===== src/rtl/ysyx_22040750_clint.sv =====
// Core-local interruptor: msip/mtimecmp/mtime MMIO registers plus a held trap request to the CSR logic.
// Bus handshake: a beat transfers on a rising edge with I_bus_valid & O_bus_ready; a read answers with a one-cycle O_bus_rvalid pulse on the following cycle.
module ysyx_22040750_clint #(
    parameter logic [31:0] BASE_ADDR = 32'h0200_0000,
    parameter int unsigned TICK_DIV  = 1
) (
    input  logic        I_sys_clk,
    input  logic        I_rst_n,
    input  logic        I_bus_valid,
    input  logic        I_bus_wen,
    input  logic [31:0] I_bus_addr,
    input  logic [63:0] I_bus_wdata,
    input  logic [7:0]  I_bus_wmask,
    output logic        O_bus_ready,
    output logic        O_bus_rvalid,
    output logic [63:0] O_bus_rdata,
    input  logic        I_mstatus_mie,
    input  logic [63:0] I_mie,
    output logic [63:0] O_mip,
    output logic        O_intr_req,
    output logic [63:0] O_intr_no,
    input  logic        I_intr_ack,
    output logic [1:0]  O_dbg_state
);

    localparam logic [31:0] MSIP_ADDR     = BASE_ADDR;
    localparam logic [31:0] MTIMECMP_ADDR = BASE_ADDR + 32'h0000_4000;
    localparam logic [31:0] MTIME_ADDR    = BASE_ADDR + 32'h0000_BFF8;

    localparam int unsigned PW = (TICK_DIV > 1) ? $clog2(TICK_DIV) : 1;
    localparam logic [PW-1:0] PRESC_MAX = PW'(TICK_DIV - 1);

    localparam logic [1:0] ST_IDLE  = 2'd0;
    localparam logic [1:0] ST_REQ   = 2'd1;
    localparam logic [1:0] ST_CLEAR = 2'd2;

    localparam logic [63:0] NO_SOFT = {1'b1, 58'b0, 5'd3};
    localparam logic [63:0] NO_TIM  = {1'b1, 58'b0, 5'd7};

    logic [63:0]   mtime;
    logic [63:0]   mtimecmp;
    logic          msip;
    logic [PW-1:0] presc;
    logic          mtip_q;
    logic          msip_q;
    logic [1:0]    state;
    logic          src_soft;

    logic          bus_wr;
    logic          bus_rd;
    logic          sel_msip;
    logic          sel_cmp;
    logic          sel_mtime;
    logic          tick;
    logic [63:0]   bit_mask;
    logic [63:0]   rd_mux;
    logic          soft_en;
    logic          tim_en;
    logic          unused_mie_bits;

    assign bus_wr    = I_bus_valid & O_bus_ready & I_bus_wen;
    assign bus_rd    = I_bus_valid & O_bus_ready & ~I_bus_wen;
    assign sel_msip  = (I_bus_addr == MSIP_ADDR);
    assign sel_cmp   = (I_bus_addr == MTIMECMP_ADDR);
    assign sel_mtime = (I_bus_addr == MTIME_ADDR);
    assign tick      = (presc == PRESC_MAX);

    always_comb begin
        bit_mask = '0;
        for (int i = 0; i < 8; i++) begin
            bit_mask[i*8 +: 8] = {8{I_bus_wmask[i]}};
        end
    end

    // Unmapped addresses fall through to zero.
    always_comb begin
        rd_mux = '0;
        if (sel_msip) begin
            rd_mux = {63'b0, msip};
        end else if (sel_cmp) begin
            rd_mux = mtimecmp;
        end else if (sel_mtime) begin
            rd_mux = mtime;
        end
    end

    always_ff @(posedge I_sys_clk or negedge I_rst_n) begin
        if (!I_rst_n) begin
            O_bus_ready  <= 1'b0;
            O_bus_rvalid <= 1'b0;
            O_bus_rdata  <= '0;
        end else begin
            O_bus_ready  <= 1'b1;
            O_bus_rvalid <= bus_rd;
            if (bus_rd) begin
                O_bus_rdata <= rd_mux;
            end
        end
    end

    always_ff @(posedge I_sys_clk or negedge I_rst_n) begin
        if (!I_rst_n) begin
            msip     <= 1'b0;
            mtimecmp <= '1;
        end else begin
            if (bus_wr && sel_msip && I_bus_wmask[0]) begin
                msip <= I_bus_wdata[0];
            end
            if (bus_wr && sel_cmp) begin
                mtimecmp <= (mtimecmp & ~bit_mask) | (I_bus_wdata & bit_mask);
            end
        end
    end

    // A software write to mtime swallows the tick of that cycle; the prescaler keeps running.
    always_ff @(posedge I_sys_clk or negedge I_rst_n) begin
        if (!I_rst_n) begin
            presc <= '0;
            mtime <= '0;
        end else begin
            presc <= tick ? '0 : presc + PW'(1);
            if (bus_wr && sel_mtime) begin
                mtime <= (mtime & ~bit_mask) | (I_bus_wdata & bit_mask);
            end else if (tick) begin
                mtime <= mtime + 64'd1;
            end
        end
    end

    always_ff @(posedge I_sys_clk or negedge I_rst_n) begin
        if (!I_rst_n) begin
            mtip_q <= 1'b0;
            msip_q <= 1'b0;
        end else begin
            mtip_q <= (mtime >= mtimecmp);
            msip_q <= msip;
        end
    end

    assign O_mip = {56'b0, mtip_q, 3'b0, msip_q, 3'b0};

    assign soft_en = I_mstatus_mie & I_mie[3] & msip_q;
    assign tim_en  = I_mstatus_mie & I_mie[7] & mtip_q;

    assign unused_mie_bits = ^{I_mie[63:8], I_mie[6:4], I_mie[2:0]};

    // CLEAR parks until the serviced source's pending bit drops, so one event traps once.
    always_ff @(posedge I_sys_clk or negedge I_rst_n) begin
        if (!I_rst_n) begin
            state      <= ST_IDLE;
            O_intr_req <= 1'b0;
            O_intr_no  <= '0;
            src_soft   <= 1'b0;
        end else begin
            case (state)
                ST_IDLE: begin
                    if (soft_en || tim_en) begin
                        O_intr_req <= 1'b1;
                        O_intr_no  <= soft_en ? NO_SOFT : NO_TIM;
                        src_soft   <= soft_en;
                        state      <= ST_REQ;
                    end
                end
                ST_REQ: begin
                    if (I_intr_ack) begin
                        O_intr_req <= 1'b0;
                        state      <= ST_CLEAR;
                    end else if (src_soft ? !soft_en : !tim_en) begin
                        O_intr_req <= 1'b0;
                        state      <= ST_IDLE;
                    end
                end
                ST_CLEAR: begin
                    if (src_soft ? !msip_q : !mtip_q) begin
                        state <= ST_IDLE;
                    end
                end
                default: begin
                    O_intr_req <= 1'b0;
                    state      <= ST_IDLE;
                end
            endcase
        end
    end

    assign O_dbg_state = state;

endmodule


===== config.mk =====
export PLATFORM = sky130hd
export DESIGN_NAME = ysyx_22040750_clint
export DESIGN_NICKNAME = d
export VERILOG_FILES = /design/src/rtl/ysyx_22040750_clint.sv
export SDC_FILE = /design/constraint.sdc
export NUM_CORES = 1
export LEC_CHECK = 0
export BUFFER_PORTS_ARGS = -buffer_cell sky130_fd_sc_hd__buf_2
export CORE_AREA = 2 2 221 223
export DETAILED_ROUTE_END_ITERATION = 10
export DIE_AREA = 0 0 223 225
export GPL_ROUTABILITY_DRIVEN = 1
export GPL_TIMING_DRIVEN = 0
export PLACE_DENSITY = 0.46
export SKIP_CTS_REPAIR_TIMING = 1
export SLEW_MARGIN = 20
export SYNTH_ARGS = -nofsm -noshare
export SYNTH_HDL_FRONTEND = slang
export SYNTH_SLANG_ARGS = --single-unit

===== constraint.sdc =====
create_clock -name I_sys_clk -period 2.6 [get_ports I_sys_clk]
set_clock_uncertainty 0.15 [all_clocks]
set_input_delay 0.39 -clock I_sys_clk [delete_from_list [all_inputs] [get_ports I_sys_clk]]
set_output_delay 0.39 -clock I_sys_clk [all_outputs]
set_load 0.02 [all_outputs]

* Word-level counts from Yosys, hierarchy flattened *
Cells that the tools add are included.

storage, ports and cells
  flip-flop bits (word level) = 266
  input port bits = 174

operators by class
  add/sub/neg operators = 2
  order comparisons = 1
  eq/ne operators = 9
  multiplexer cells = 18
  bitwise operators = 15
  reduce and logical (&&, ||, !) cells = 13

operators with widths
  operator                                                                 count
  64-bit 2-to-1 mux                                                        5
  64-bit AND                                                               3
  64-bit OR                                                                2
  32-bit by 26-bit equality test with 1-bit output, second input constant  3
  64-bit by 1-bit adder with 64-bit output, second input constant          1
  64-bit >= comparator                                                     1
  64-bit NOT                                                               1
  2-bit 2-to-1 mux                                                         4
  1-bit AND                                                                7
  1-bit 2-to-1 mux                                                         6
  2-bit case mux with 3 select lines                                       1
  3-bit AND reduction                                                      2
  1-bit logical AND                                                        4
  1-bit logical NOT                                                        4
  2-bit != test, second input constant                                     2
  3-bit 2-to-1 mux                                                         1
  3-bit != test, second input constant                                     1
  1-bit case mux with 3 select lines                                       1
  2-bit by 1-bit equality test with 1-bit output, second input constant    1
  2-bit equality test, second input constant                               1
  2-bit logical NOT                                                        1
  2-bit by 1-bit != test with 1-bit output, second input constant          1
  1-bit NOT                                                                2
  2-bit AND reduction                                                      1
  other kinds (2)                                                          2

* Logic depth before layout (Yosys ltp) *
  depth in word-level cells = 7
  depth in mapped cells = 9
  depth with buffers taken out = 9

* Worst setup path after synthesis *
OpenSTA, ideal clock, no wires.

  kind = input port to flip-flop
  start point = input port I_bus_addr[14]
  end point = register (tool-made name)
  setup time = 0.124 ns
  data arrival time = 2.158 ns
  data required time = 2.326 ns
  setup slack = 0.168 ns
  stages on the path = 8
  buffers on the path = 1
  path through = nand2b_1 -> or4_1 -> or4_1 -> clkbuf_1 -> nand4_1 -> inv_1 -> a211oi_1 -> nor2_1

RTL lines
  what             line  text
  start, declared  11    input logic [31:0] I_bus_addr,

==> run_results.csv <==
group,metric,value,unit
clocking,clk_latency,0.57,ns
sta,hold_viol,3,
synth,synth_top_area_frac,0.283,
clocking,root_buffer,"clkbuf_16",
power,p_leak,7.34,nW
detailed_routing,ant_nets,0,
cells_and_area,fin_cells,2394,
synth,synth_top_area_cell,"dfrtp_1",
clocking,h-tree-depth,1,
grt,grt.total_usage,0.162,
floorplan,die_y,225,µm
sta,timing.hold.ws,-0.0127,ns
worst_setup_path,critPathLaunchType,"flip-flop",
sta,fin_crit,2.56,ns
floorplan,dieArea,0.0502,mm²
synth,ys_ff_latch,203,
sta,maxSlewHeadroom,0.542,
floorplan,rows,80,
synth,ys_seq_area_frac,0.420,
synth,syn_avg_cell_area,9.27,µm²
worst_setup_path,path_max_fanout,7,
detailed_routing,via_per_inst,4.68,
worst_setup_path,rrSetupSlack,0.04,ns
cells_and_area,area_growth,35.3,%
floorplan,fp.dieW,223,µm
place,dp_hpwl,31800,µm
clocking,cts_buffer_depth,3,
grt,grt_max_degree,88,
clocking,cts_made_buffers,26,
grt,antenna_found_initial,6,
floorplan,io_pins,371,
sta,period_share,0.983,
synth,yosysUniqueCellTypes,67,
synth,synth_edf_count,0,
synth,async_flop_share,1.00,
place,place.gp.congestion,0.830,
worst_setup_path,crit_slowest_cell,"dfrtp_2",
floorplan,coreArea,0.0475,mm²
worst_setup_path,crit_path_max_incr_delay,0.41,ns
synth,synthCells,1327,
detailed_routing,routedWlPerCell,17.6,µm
sta,tightestPinTransition,0.688,ns
clocking,clkTransAtPathRegs,0.07,ns
worst_setup_path,cp.required,2.94,ns
place,place_inst,2248,
cells_and_area,final_core_util,0.350,
worst_setup_path,cp_data_arrival_time,2.90,ns
floorplan,initial_core_util,0.259,
clocking,cts.sinks,203,
synth,syn_area,0.0123,mm²
synth,ys_warn_count,0,
grt,grt_pass1_vias,10498,
detailed_routing,drt_first_pass_iters,5,
worst_setup_path,path_class,"flip-flop to flip-flop",
sta,rsz0062_at_grt,"yes",
status,violations,"negative hold slack",
grt,grt_pass1_wl,62800,µm
detailed_routing,routed_wl,42200,µm
detailed_routing,drc,0,
worst_setup_path,endpoint_kind,"flip-flop",
sta,setup_viol,0,
sta,tns,0,ns
clocking,cts_tree,"built",
power,powerDensity,499,mW/mm²
flow_run,cap_violations,0,
status,status,"finished, violations left",
power,max-vdd-ir-drop,441,µV
worst_setup_path,critical_path.cell_chain,"and4_1, buf_6, nand4_1, buf_4, nor3_4, nand4_1, buf_4, o21ai_0, or3b_1, a21oi_2",
cells_and_area,nets,1997,
grt,gr-total-overflow,0,
synth,synth.area.top_cells,"dfrtp_1 (28%), dfstp_2 (14%), buf_4 (7.8%)",
cells_and_area,layout-drive-gt1-share,0.346,
synth,synth.most_common_cell,"nor2_1",
synth,synth_flop_cell,"dfrtp_1",
sta,max_freq,391,MHz
detailed_routing,vias,11192,
min_path,hold_class,"input port to flip-flop",
detailed_routing,drt_iter0_drc,692,
synth,netlist_top_cells_count,"nor2_1 (154), dfrtp_1 (139), a21oi_1 (129)",
cells_and_area,fillers,4980,
place,portBuffers,183,
sta,slew_violations,0,
-- report_power, final --
part	internal [mW]	leakage, nW	switching [mW]	total, mW
logic	0.475	4.66	0.801	1.28
registers	3.34	2.28	0.0861	3.43
clock network	2.12	0.411	1.49	3.61
total	5.93	7.34	2.38	8.31
-- cells by family (layout without fill, tap and decap cells) --
family                   after synthesis  in the layout  synth area share
AND/OR/NAND/NOR                      405            405             0.160
AO/OA/AOI/OAI                        333            333             0.175
buffers and inverters                250            580             0.116
flip-flops                           203            203             0.420
multiplexers                          68             68            0.0619
adder cells (fa/ha/maj)               65             65            0.0661
other                                  2            124          0.000611
XOR/XNOR                               1              1          0.000712
-- final cells by class --
class,count,area [µm²],share of cell area
multi-input combinational,995,6500,0.390
clock buffer,41,767,0.0461
timing repair buffer,282,1890,0.114
sequential,203,5180,0.311
buffer,177,1190,0.0714
tap,615,769,0.0462
antenna,1,2.50,0.000150
inverter,73,274,0.0165
clock inverter,7,73.8,0.00444
-- critical path: cells and delay by family, from the launching register on --
kind | cells | cell delay, ns
AND/OR/NAND/NOR | 5 | 1.14
buffers and inverters | 3 | 0.51
AO/OA/AOI/OAI | 2 | 0.26
flip-flops | 1 | 0.41
-- layer usage --
metal | vias to the layer above | global-route usage | part of all wire
met5 | - | 0 | 0.00031
met4 | 2 | 0.0342 | 0.019
met3 | 60 | 0.0263 | 0.050
met2 | 341 | 0.271 | 0.48
met1 | 5388 | 0.219 | 0.45
li1 | 5401 | - | -
-- per-stage QoR --
stage                     instance area [µm²]  total power, mW  worst slack (ns)
final                                   16600             8.31            0.0437
after floorplan                         12800             4.20             0.168
after CTS                               15300             8.37            -0.803
after detailed placement                14500             4.70            -0.997
after global placement                  14400             4.68             -2.87
after global routing                    16600             8.68           -0.0369
-- placed cells by master (no fill, tap or decap), types with 6 or more instances in the layout --
master         netlist  layout
clkbuf_1            38      37
buf_4              127     157
mux2_2              64      64
inv_1               73      73
a211oi_1            16      14
buf_2                5     185
o221a_2             10      10
a31oi_1              6       6
dlygate4sd3_1        0      64
nand3_1             42      39
dfrtp_1            139     125
a22oi_1             63      63
ha_1                65      63
dfrtp_2              0      14
a21o_1              12      12
nor3_1              22      17
a211o_1             10      10
nand4_1             29      29
and2_1               9       8
nor4_1              12       7
a21oi_1            129     128
dfstp_2             64      64
o22ai_1             10      10
and4_1              13       9
o21ai_0             35      33
nand2_2              0       9
and3_1              14      11
nand2_1             78      69
clkbuf_2             1      14
clkbuf_16            0      26
conb_1               2     123
clkbuf_8             0       6
nor2_1             154     152
o21bai_1             7       7
-- final timing paths --
path	start	depth (start not counted)	to
min in group asynchronous	I_rst_n	2	O_bus_rdata[24]
max in group asynchronous	I_rst_n	4	asynchronous set/reset pin
worst min-delay path	I_bus_wmask[4]	3	flip-flop
worst min register to register	O_intr_no[2]	1	O_intr_no[2]
worst max register to register	flip-flop	10	flip-flop
worst max-delay path	flip-flop	10	flip-flop
No activity file was read; power rests on OpenSTA's default activity.
